File: config.mk
export PLATFORM = sky130hd
export DESIGN_NAME = reg_fifo_param
export DESIGN_NICKNAME = d
export VERILOG_FILES = /design/src/rtl/reg_fifo_pkg.sv /design/src/rtl/reg_fifo_ctrl.sv /design/src/rtl/reg_fifo_param.sv
export SDC_FILE = /design/constraint.sdc
export NUM_CORES = 1
export LEC_CHECK = 0
export CAP_MARGIN = 40
export CORE_UTILIZATION = 34
export CTS_BUF_LIST = sky130_fd_sc_hd__clkbuf_16
export CTS_CLUSTER_DIAMETER = 120
export DETAILED_ROUTE_END_ITERATION = 16
export SETUP_SLACK_MARGIN = 0.4
export SYNTH_ARGS = -nofsm -noshare
export SYNTH_HDL_FRONTEND = slang
export SYNTH_SLANG_ARGS = --single-unit
File: constraint.sdc
create_clock -name clockCore -period 3.8 [get_ports clockCore]
set_input_delay 0.38 -clock clockCore [delete_from_list [all_inputs] [get_ports clockCore]]
set_output_delay 0.38 -clock clockCore [all_outputs]
set_load 0.05 [all_outputs]
File: src/rtl/reg_fifo_pkg.sv
// Shared definitions for the register-based FIFO.
//   FIFO_MODE_FWFT / FIFO_MODE_REG : values for the FWFT parameter
//   cntWidth()                     : width needed to hold an occupancy of 0..depth
package reg_fifo_pkg;

  localparam int FIFO_MODE_REG  = 0;
  localparam int FIFO_MODE_FWFT = 1;

  // Occupancy must reach DEPTH itself, hence one bit above the address width.
  function automatic int cntWidth(input int depth);
    return $clog2(depth) + 1;
  endfunction

endpackage

File: src/rtl/reg_fifo_ctrl.sv
// Control path of the register FIFO: accept decisions, pointers, occupancy,
// status flags, sticky error flags and the high-water monitor.
// Ports:
//   clockCore, resetCore          : clock, synchronous active-high reset
//   flush, push, pop, errClear    : requests
//   almostFull/EmptyThreshold     : live occupancy thresholds
//   wrEn, wrAddr, rdAddr, popAcc  : storage control towards the top level
//   full, empty, almost*Flag      : status decoded from registered count
//   fifoDepth, highWater          : occupancy and its running maximum
//   overrun, underrun             : sticky error flags
module reg_fifo_ctrl
  import reg_fifo_pkg::*;
#(
  parameter  int DEPTH  = 8,
  localparam int CNT_W  = cntWidth(DEPTH),
  localparam int ADDR_W = $clog2(DEPTH)
) (
  input  logic              clockCore,
  input  logic              resetCore,
  input  logic              flush,
  input  logic              push,
  input  logic              pop,
  input  logic              errClear,
  input  logic [CNT_W-1:0]  almostFullThreshold,
  input  logic [CNT_W-1:0]  almostEmptyThreshold,
  output logic              wrEn,
  output logic [ADDR_W-1:0] wrAddr,
  output logic [ADDR_W-1:0] rdAddr,
  output logic              popAcc,
  output logic              full,
  output logic              empty,
  output logic              almostFullFlag,
  output logic              almostEmptyFlag,
  output logic [CNT_W-1:0]  fifoDepth,
  output logic [CNT_W-1:0]  highWater,
  output logic              overrun,
  output logic              underrun
);

  localparam logic [CNT_W-1:0] FULL_CNT = CNT_W'(DEPTH);

  logic [ADDR_W-1:0] rdPtr;
  logic [ADDR_W-1:0] wrPtr;
  logic [CNT_W-1:0]  count;
  logic [CNT_W-1:0]  countNext;
  logic [CNT_W-1:0]  hwBase;
  logic              pushAcc;
  logic              overrunSet;
  logic              underrunSet;

  assign empty           = (count == '0);
  assign full            = (count == FULL_CNT);
  assign almostFullFlag  = (count >= almostFullThreshold);
  assign almostEmptyFlag = (count <= almostEmptyThreshold);
  assign fifoDepth       = count;
  assign wrEn            = pushAcc;
  assign wrAddr          = wrPtr;
  assign rdAddr          = rdPtr;

  // Flush masks both requests, so it can neither move data nor raise errors.
  // A push into a full FIFO is still taken when a pop frees the slot.
  always_comb begin
    popAcc      = !flush && pop && !empty;
    pushAcc     = !flush && push && (!full || popAcc);
    overrunSet  = !flush && push && !pushAcc;
    underrunSet = !flush && pop && empty;
    countNext   = count;
    if (flush) begin
      countNext = '0;
    end else begin
      case ({pushAcc, popAcc})
        2'b10:   countNext = count + CNT_W'(1);
        2'b01:   countNext = count - CNT_W'(1);
        default: countNext = count;
      endcase
    end
    // errClear restarts the monitor from the post-edge occupancy.
    hwBase = errClear ? '0 : highWater;
  end

  always_ff @(posedge clockCore) begin
    if (resetCore) begin
      rdPtr     <= '0;
      wrPtr     <= '0;
      count     <= '0;
      highWater <= '0;
      overrun   <= 1'b0;
      underrun  <= 1'b0;
    end else begin
      if (flush) begin
        rdPtr <= '0;
        wrPtr <= '0;
      end else begin
        if (popAcc)  rdPtr <= rdPtr + ADDR_W'(1);
        if (pushAcc) wrPtr <= wrPtr + ADDR_W'(1);
      end
      count     <= countNext;
      highWater <= (countNext > hwBase) ? countNext : hwBase;
      // A new error in the clearing cycle survives the clear.
      overrun   <= overrunSet  | (overrun  & ~errClear);
      underrun  <= underrunSet | (underrun & ~errClear);
    end
  end

endmodule

File: src/rtl/reg_fifo_param.sv
// Parametrised register-based synchronous FIFO.
// Holds the storage array and selects the output mode; all control lives in
// reg_fifo_ctrl.
// Ports:
//   clockCore, resetCore       : clock, synchronous active-high reset
//   flush, push, dataIn, pop   : requests and write data
//   dataOut, dataOutValid      : read data (FWFT head or registered pop result)
//   full, empty, almost*Flag   : status
//   almost*Threshold           : live thresholds, unsigned
//   fifoDepth, highWater       : occupancy and its maximum since reset/errClear
//   overrun, underrun, errClear: sticky errors and their clear
module reg_fifo_param
  import reg_fifo_pkg::*;
#(
  parameter  int DEPTH = 8,
  parameter  int WIDTH = 60,
  parameter  int FWFT  = FIFO_MODE_FWFT,
  localparam int CNT_W = cntWidth(DEPTH)
) (
  input  logic             clockCore,
  input  logic             resetCore,
  input  logic             flush,
  input  logic             push,
  input  logic [WIDTH-1:0] dataIn,
  input  logic             pop,
  output logic [WIDTH-1:0] dataOut,
  output logic             dataOutValid,
  output logic             full,
  output logic             empty,
  input  logic [CNT_W-1:0] almostFullThreshold,
  input  logic [CNT_W-1:0] almostEmptyThreshold,
  output logic             almostFullFlag,
  output logic             almostEmptyFlag,
  output logic [CNT_W-1:0] fifoDepth,
  output logic [CNT_W-1:0] highWater,
  output logic             overrun,
  output logic             underrun,
  input  logic             errClear
);

  localparam int ADDR_W = $clog2(DEPTH);

  logic [WIDTH-1:0]  mem [DEPTH];
  logic              wrEn;
  logic [ADDR_W-1:0] wrAddr;
  logic [ADDR_W-1:0] rdAddr;
  logic              popAcc;

  reg_fifo_ctrl #(
    .DEPTH(DEPTH)
  ) uCtrl (
    .clockCore            (clockCore),
    .resetCore            (resetCore),
    .flush                (flush),
    .push                 (push),
    .pop                  (pop),
    .errClear             (errClear),
    .almostFullThreshold  (almostFullThreshold),
    .almostEmptyThreshold (almostEmptyThreshold),
    .wrEn                 (wrEn),
    .wrAddr               (wrAddr),
    .rdAddr               (rdAddr),
    .popAcc               (popAcc),
    .full                 (full),
    .empty                (empty),
    .almostFullFlag       (almostFullFlag),
    .almostEmptyFlag      (almostEmptyFlag),
    .fifoDepth            (fifoDepth),
    .highWater            (highWater),
    .overrun              (overrun),
    .underrun             (underrun)
  );

  always_ff @(posedge clockCore) begin
    if (resetCore) begin
      for (int unsigned i = 0; i < DEPTH; i++) mem[i] <= '0;
    end else if (wrEn) begin
      mem[wrAddr] <= dataIn;
    end
  end

  generate
    if (FWFT == FIFO_MODE_FWFT) begin : genFwft
      // The head slot is presented directly; the pop strobe is not needed.
      logic unusedPopAcc;
      assign unusedPopAcc = popAcc;
      assign dataOut      = mem[rdAddr];
      assign dataOutValid = !empty;
    end else begin : genReg
      always_ff @(posedge clockCore) begin
        if (resetCore) begin
          dataOut      <= '0;
          dataOutValid <= 1'b0;
        end else begin
          // popAcc is already masked by flush, so a flush also drops valid.
          dataOutValid <= popAcc;
          if (popAcc) dataOut <= mem[rdAddr];
        end
      end
    end
  endgenerate

endmodule

Word-level counts from Yosys, hierarchy flattened
Memories as Yosys holds them, arrays and structs flattened. A register that Yosys moved wholly into a read port is not among the register bits.
Index checks and enable logic that the tools add are counted.
{"block": "word_totals", "reg_bits": 16, "mem_bits_rw": 480, "mem_count": 1}
{"name": "mem", "words": 8, "word_bits": 60, "read_ports": 1, "rd_ports_with_merged_regs": 1, "write_ports": 8, "line": "reg_fifo_param.sv:43", "text": "logic [WIDTH-1:0] mem [DEPTH];"}
{"block": "op_classes", "n_addsub": 4, "order_cmp": 3, "n_eq_ne": 3, "n_mux": 14, "n_bitwise": 5, "reduce_logical": 14}
{"cell": "$mux W60", "n": 1}
{"cell": "$reduce_or A60 Y1", "n": 1}
{"cell": "$mux W4", "n": 3}
{"cell": "$mux W3", "n": 3}
{"cell": "$pmux W4 S2", "n": 1}
{"cell": "$add A3 B1 Y3 const B", "n": 2}
{"cell": "$logic_and A1 B1 Y1", "n": 6}
{"cell": "$mux W1", "n": 6}
{"cell": "$add A4 B1 Y4 const B", "n": 1}
{"cell": "$eq A4 B4 Y1 const B", "n": 1}
{"cell": "$ge A4 B4 Y1", "n": 1}
{"cell": "$gt A4 B4 Y1", "n": 1}
{"cell": "$le A4 B4 Y1", "n": 1}
{"cell": "$logic_not A1 Y1", "n": 4}
{"cell": "$logic_not A4 Y1", "n": 1}
{"cell": "$sub A4 B1 Y4 const B", "n": 1}
{"cell": "$and A1 B1 Y1", "n": 2}
{"cell": "$eq A2 B1 Y1 const B", "n": 1}
{"cell": "$eq A2 B2 Y1 const B", "n": 1}
{"cell": "$or A1 B1 Y1", "n": 2}
{"cell": "$reduce_or A2 Y1", "n": 1}
{"cell": "$logic_or A1 B1 Y1", "n": 1}
{"cell": "$not A1 Y1", "n": 1}

Depth between registers and ports, before layout
{"block": "depth", "ltp_word": 10, "depth_mapped": 15, "depth_no_buf": 14}

Cells and area by module
From an unflattened synthesis, not the netlist that was laid out.
{"block": "unflattened", "hier_cells": 1507, "area_unflattened_um2": 22621.7}
{"module": "reg_fifo_param", "n_inst": 1, "cells_each": 1357, "area_each_um2": 21375.5}
{"module": "reg_fifo_ctrl", "n_inst": 1, "cells_each": 150, "area_each_um2": 1246.2}

Least setup slack after synthesis
Ideal clock, no wire load.
{"block": "synth_timing", "path_kind": "register to register", "start": "register uCtrl.count[1], in the netlist uCtrl.fifoDepth[1]", "end": "register uCtrl.highWater[1]", "arrival_ps": 4078, "required_ps": 3679, "path_slack_ps": -400, "stages_incl_launch_ff": 15, "n_path_buf": 1, "synth_period_minus_slack_ps": 4200, "path_cell_list": "dfxtp_1 > or4_4 > buf_6 > inv_1 > nor3_1 > fa_1 > and3b_1 > a32o_1 > a31oi_2 > nor2_1 > ha_1 > nor2b_1 > o211ai_1 > a21oi_1 > mux2_4"}
{"block": "synth_between", "elab_chain_cells": 10, "word_cells_on_any_way": 15, "classes_between": "add/sub (2); order compare (1); eq/ne (3); mux (3); reduce/logical (6)"}
{"item": "start: declaration", "line": "reg_fifo_ctrl.sv:44", "text": "logic [CNT_W-1:0] count;"}
{"item": "start signal: assignment", "line": "reg_fifo_ctrl.sv:97", "text": "count <= countNext;"}
{"item": "$logic_not A4 Y1 (*)", "line": "reg_fifo_ctrl.sv:51", "text": "assign empty = (count == '0);"}
{"item": "$logic_not A1 Y1 (*)"}
{"item": "named net dataOutValid", "line": "reg_fifo_param.sv:27", "text": "output logic dataOutValid,"}
{"item": "$logic_and A1 B1 Y1 (*)", "line": "reg_fifo_ctrl.sv:63", "text": "popAcc = !flush && pop && !empty;"}
{"item": "$logic_or A1 B1 Y1", "line": "reg_fifo_ctrl.sv:64", "text": "pushAcc = !flush && push && (!full || popAcc);"}
{"item": "$logic_and A1 B1 Y1", "line": "reg_fifo_ctrl.sv:64"}
{"item": "$eq A2 B1 Y1 / $eq A2 B2 Y1 (equally long branches)", "line": "reg_fifo_ctrl.sv:71", "text": "case ({pushAcc, popAcc})"}
{"item": "$pmux W4 S2 (*)", "line": "reg_fifo_ctrl.sv:71"}
{"item": "$mux W4 (*)", "line": "reg_fifo_ctrl.sv:68", "text": "if (flush) begin"}
{"item": "named net uCtrl.countNext[1]", "line": "reg_fifo_ctrl.sv:45", "text": "logic [CNT_W-1:0] countNext;"}
{"item": "$gt A4 B4 Y1", "line": "reg_fifo_ctrl.sv:98", "text": "highWater <= (countNext > hwBase) ? countNext : hwBase;"}
{"item": "$mux W4 (*)", "line": "reg_fifo_ctrl.sv:98"}
{"item": "end signal: assignment", "line": "reg_fifo_ctrl.sv:98"}
{"item": "end: declaration", "line": "reg_fifo_ctrl.sv:35", "text": "output logic [CNT_W-1:0] highWater,"}
Mark *: on every way through the listed nets, which the timed path passes. The rest lies on a longest branch.
A chain may end at the register's enable or synchronous reset.

Worst setup path after layout
{"block": "layout_timing", "start": "register uCtrl.count[1], in the netlist uCtrl.fifoDepth[1]", "end": "register uCtrl.highWater[1]"}
{"block": "layout_between", "elab_chain_cells": 10, "word_cells_on_any_way": 15, "classes_between": "add/sub (2); order compare (1); eq/ne (3); mux (3); reduce/logical (6)"}
{"item": "$logic_not A4 Y1", "line": "reg_fifo_ctrl.sv:51"}
{"item": "$logic_not A1 Y1", "line": "reg_fifo_ctrl.sv:63"}
{"item": "$logic_and A1 B1 Y1", "line": "reg_fifo_ctrl.sv:63"}
{"item": "$logic_or A1 B1 Y1", "line": "reg_fifo_ctrl.sv:64"}
{"item": "$logic_and A1 B1 Y1", "line": "reg_fifo_ctrl.sv:64"}
{"item": "$eq A2 B1 Y1 / $eq A2 B2 Y1 (equally long branches)", "line": "reg_fifo_ctrl.sv:71"}
{"item": "$pmux W4 S2 (*)", "line": "reg_fifo_ctrl.sv:71"}
{"item": "$mux W4 (*)", "line": "reg_fifo_ctrl.sv:68"}
{"item": "named net uCtrl.countNext[1]", "line": "reg_fifo_ctrl.sv:45"}
{"item": "$gt A4 B4 Y1", "line": "reg_fifo_ctrl.sv:98"}
{"item": "$mux W4 (*)", "line": "reg_fifo_ctrl.sv:98"}
Marks and branches as above.

==> key figures <==
Clock tree
  • Number of clock sinks: 499
  • CTS tree: done
  • CTS Root Cell: clkbuf_16
  • Worst-skew pair later-pin latency: 600 ps
  • Longest Clk Path Bufs: 3
  • Number of CTS-inserted buffers: 54
  • H-tree lvl count: 2
  • Clock slew at reported path FFs: 60 ps

Critical path
  • Slowest CP cell: or4_4
  • FF-to-FF setup slack: 350 ps
  • Crit-path cells: or4_4 -> clkinvlp_4 -> nor3_4 -> fa_1 -> and3b_1 -> a32o_2 -> a31oi_4 -> nor2_2 -> ha_1 -> nor2b_1 -> o211ai_1 -> a21oi_2 -> mux2_4
  • Startpoint types: flop
  • Worst reg2reg path depth: 13
  • Buf+Inv Stages, Crit Path: 1
  • Reg-to-reg endpoint: uCtrl.highWater[1]$_SDFF_PP0_
  • CP Capture Type: flop
  • Max FO, Critical Path: 6
  • CP top delay family: simple AND/OR/NAND/NOR gates
  • Setup CP Type: flop to flop
  • Crit path DAT: 3930 ps
  • Worst flop-to-flop path startpoint: uCtrl.fifoDepth[1]$_SDFF_PP0_
  • Slowest stage delay, CP: 560 ps
  • WP data required: 4280 ps

Route
  • Antenna Nets Post-Route: 0
  • Final WL: 56700 µm
  • DRT Pass-1 Iters: 4
  • Initial DRC count: 923
  • Routed WL per cell: 23.0 µm
  • DRC: 0
  • Vias/cell: 4.98
  • Vias: 12281

Logic synthesis
  • Post-synth EDFFs: 480
  • Post-synthesis cell type count: 46
  • Ys async rst share: 0%
  • Synth top area cells: edfxtp_1 64%, and2_1 13%, mux4_2 12%, mux2_2 3.0%, dfxtp_1 1.7%
  • Syn_area_per_cell: 16.1 µm²
  • Leading area contributor after synthesis: edfxtp_1
  • Sequential share of the synthesized area: 65.6%
  • Seq cells post-synth: 499
  • Post-synthesis cell area: 22600 µm²
  • Mapped Cells: 1399
  • Yosys warning total: 0
  • Syn_nets: 1490
  • Main synth FF type: edfxtp_1
  • Synth top area share: 63.9%

Placed design
  • Routability cong.: 0.748
  • Placed insts: 2357
  • Post-DP HPWL: 29800 µm
  • Buffers on Ports: 148

Floorplan
  • Die area: 67400 µm²
  • FP Rows: 94
  • CORE AREA: 65700 µm²
  • Die X: 260 µm
  • Die H: 260 µm
  • IO Count: 149
  • Initial Utilization: 34.3%

STA
  • Min cycle time layout: 3450 ps
  • Tcrit/Tclk final: 90.7%
  • Slew margin rel.: 39.9%
  • Final setup viols: 0
  • RSZ-0062 raised after global routing: true
  • Max-slew violation count: 0
  • Max Clk Rate: 290 MHz
  • Endpoints failing hold: 0
  • Clock Skews: 21.0 ps
  • Worst Max-Slew Pin Slew: 901 ps
  • Setup TNS: 0 ps
  • Hold WS: 478 ps

Finish
  • Layout cells sized above 1: 20.8%
  • N_diodes: 0
  • Final Non-Filler Cells: 2464
  • Fin nets: 1650
  • Synthesis-to-finish area growth: 20.8%
  • Final core occ: 41.5%
  • Commonest non-fill, non-tap cells in the layout: 481 x and2_1, 480 x edfxtp_1, 120 x mux4_2
  • Commonest non-fill, non-tap cell in the layout: and2_1

Hold path
  • Worst hold path depth: 2
  • Hold wc startpoint: uCtrl.overrun$_SDFF_PP0_
  • Worst Hold Class: flop to flop
  • Hold endpoint: uCtrl.overrun$_SDFF_PP0_

GRT
  • First-pass GRT wire length: 84300 µm
  • Initial antenna violation count: 7
  • Vias in the first global route: 13034
  • Largest net degree at the start of global routing: 61
  • Total global-route track usage: 17.0%
  • GR Overflow Total: 0

Power
  • Power per standard cell area: 444 nW/µm²
  • VDD IR max: 0.304 mV
  • Pleak: 10.2 nW

Job
  • Max cap viols: 0

Status
  • Outcome: finished clean
==> logic make-up after synthesis <==
| logic type | Yosys count | share of synthesized area [%] |
|---|---|---|
| AO/OA/AOI/OAI | 31 | 0.910 |
| XOR/XNOR | 5 | 0.194 |
| adder cells (fa/ha/maj) | 17 | 0.976 |
| buffers and inverters | 99 | 1.74 |
| flip-flops | 499 | 65.6 |
| multiplexers | 184 | 15.2 |
| AND/OR/NAND/NOR | 564 | 15.4 |
==> sequential cells by signal, indices dropped and copies added, names as in the netlist, named ones only <==
signal           count
mem                480
uCtrl.fifoDepth      4
uCtrl.highWater      4
uCtrl.rdAddr         3
uCtrl.wrAddr         3
uCtrl.overrun        1
uCtrl.underrun       1
==> cell usage after synthesis (3+ instances only) <==
library cell	n
and2_1	481
edfxtp_1	480
o21ai_0	4
ha_1	16
inv_1	10
buf_1	6
nor2b_1	5
clkbuf_1	71
nand2b_1	13
xor2_1	5
nor3_1	3
or2_2	4
nand3_1	7
nor2_1	23
dfxtp_1	19
or2_1	6
a21oi_1	13
buf_2	11
mux4_2	120
mux2_2	61
nand2_1	8
o211ai_1	3
==> worst reg2reg max path, cell delays in order, from the launching register on <==
cell	delay, ps
dfxtp_4	340
or4_4	560
clkinvlp_4	120
nor3_4	60
fa_1	480
and3b_1	180
a32o_2	230
a31oi_4	160
nor2_2	60
ha_1	270
nor2b_1	130
o211ai_1	120
a21oi_2	310
mux2_4	330
==> cell type report <==
type | instances | area (µm²)
Sequential cell | 499 | 14800
Clock buffer | 55 | 1380
Tap cell | 864 | 1080
Multi-Input combinational cell | 801 | 7480
Inverter | 10 | 41.3
Fill cell | 5850 | 38500
Clock inverter | 42 | 244
Timing Repair Buffer | 193 | 2210
==> through the flow <==
stage	power, mW	area, µm²	worst slack (ps)
2_1_floorplan	6.90	22600	125
3_3_place_gp	7.32	25400	225
3_5_place_dp	7.34	25400	149
4_1_cts	12.2	27100	290
5_1_grt	12.5	27300	222
6_report	12.1	27300	353
==> worst max path at each step <==
stage | from | endpoint | slack, ps | cells after the start
finish | uCtrl.fifoDepth[1]$_SDFF_PP0_ | uCtrl.highWater[1]$_SDFF_PP0_ | 350 | 13
global route | uCtrl.fifoDepth[1]$_SDFF_PP0_ | uCtrl.highWater[1]$_SDFF_PP0_ | 220 | 13
CTS | flop | dataOut[15] | 290 | 4
detailed placement | flush | uCtrl.highWater[1]$_SDFF_PP0_ | 150 | 13
global placement | flush | uCtrl.highWater[1]$_SDFF_PP0_ | 230 | 13
floorplan | uCtrl.fifoDepth[3]$_SDFF_PP0_ | uCtrl.highWater[1]$_SDFF_PP0_ | 120 | 14
==> per-layer routing <==
layer,up-vias,track usage (%),part of all wire (%)
met1,6363,22.8,44
li1,5522,-,-
met5,-,0,0.17
met3,83,3.89,5.8
met2,299,28.2,48
met4,14,3.50,1.6
==> report_power, final <==
group / switching, mW / internal (mW) / total, mW
clock: 2.14 / 2.74 / 4.89
combinational: 0.574 / 0.377 / 0.952
sequential: 0.0534 / 6.21 / 6.26
==> timing repair <==
action	in CTS	in global routing
setup buffers	7	2
pin swaps	5	8
setup endpoints to repair	45	46
cloned	0	1
hold buffers	0	0
gates resized for setup	16	46
(Power assumes the default switching activity.)
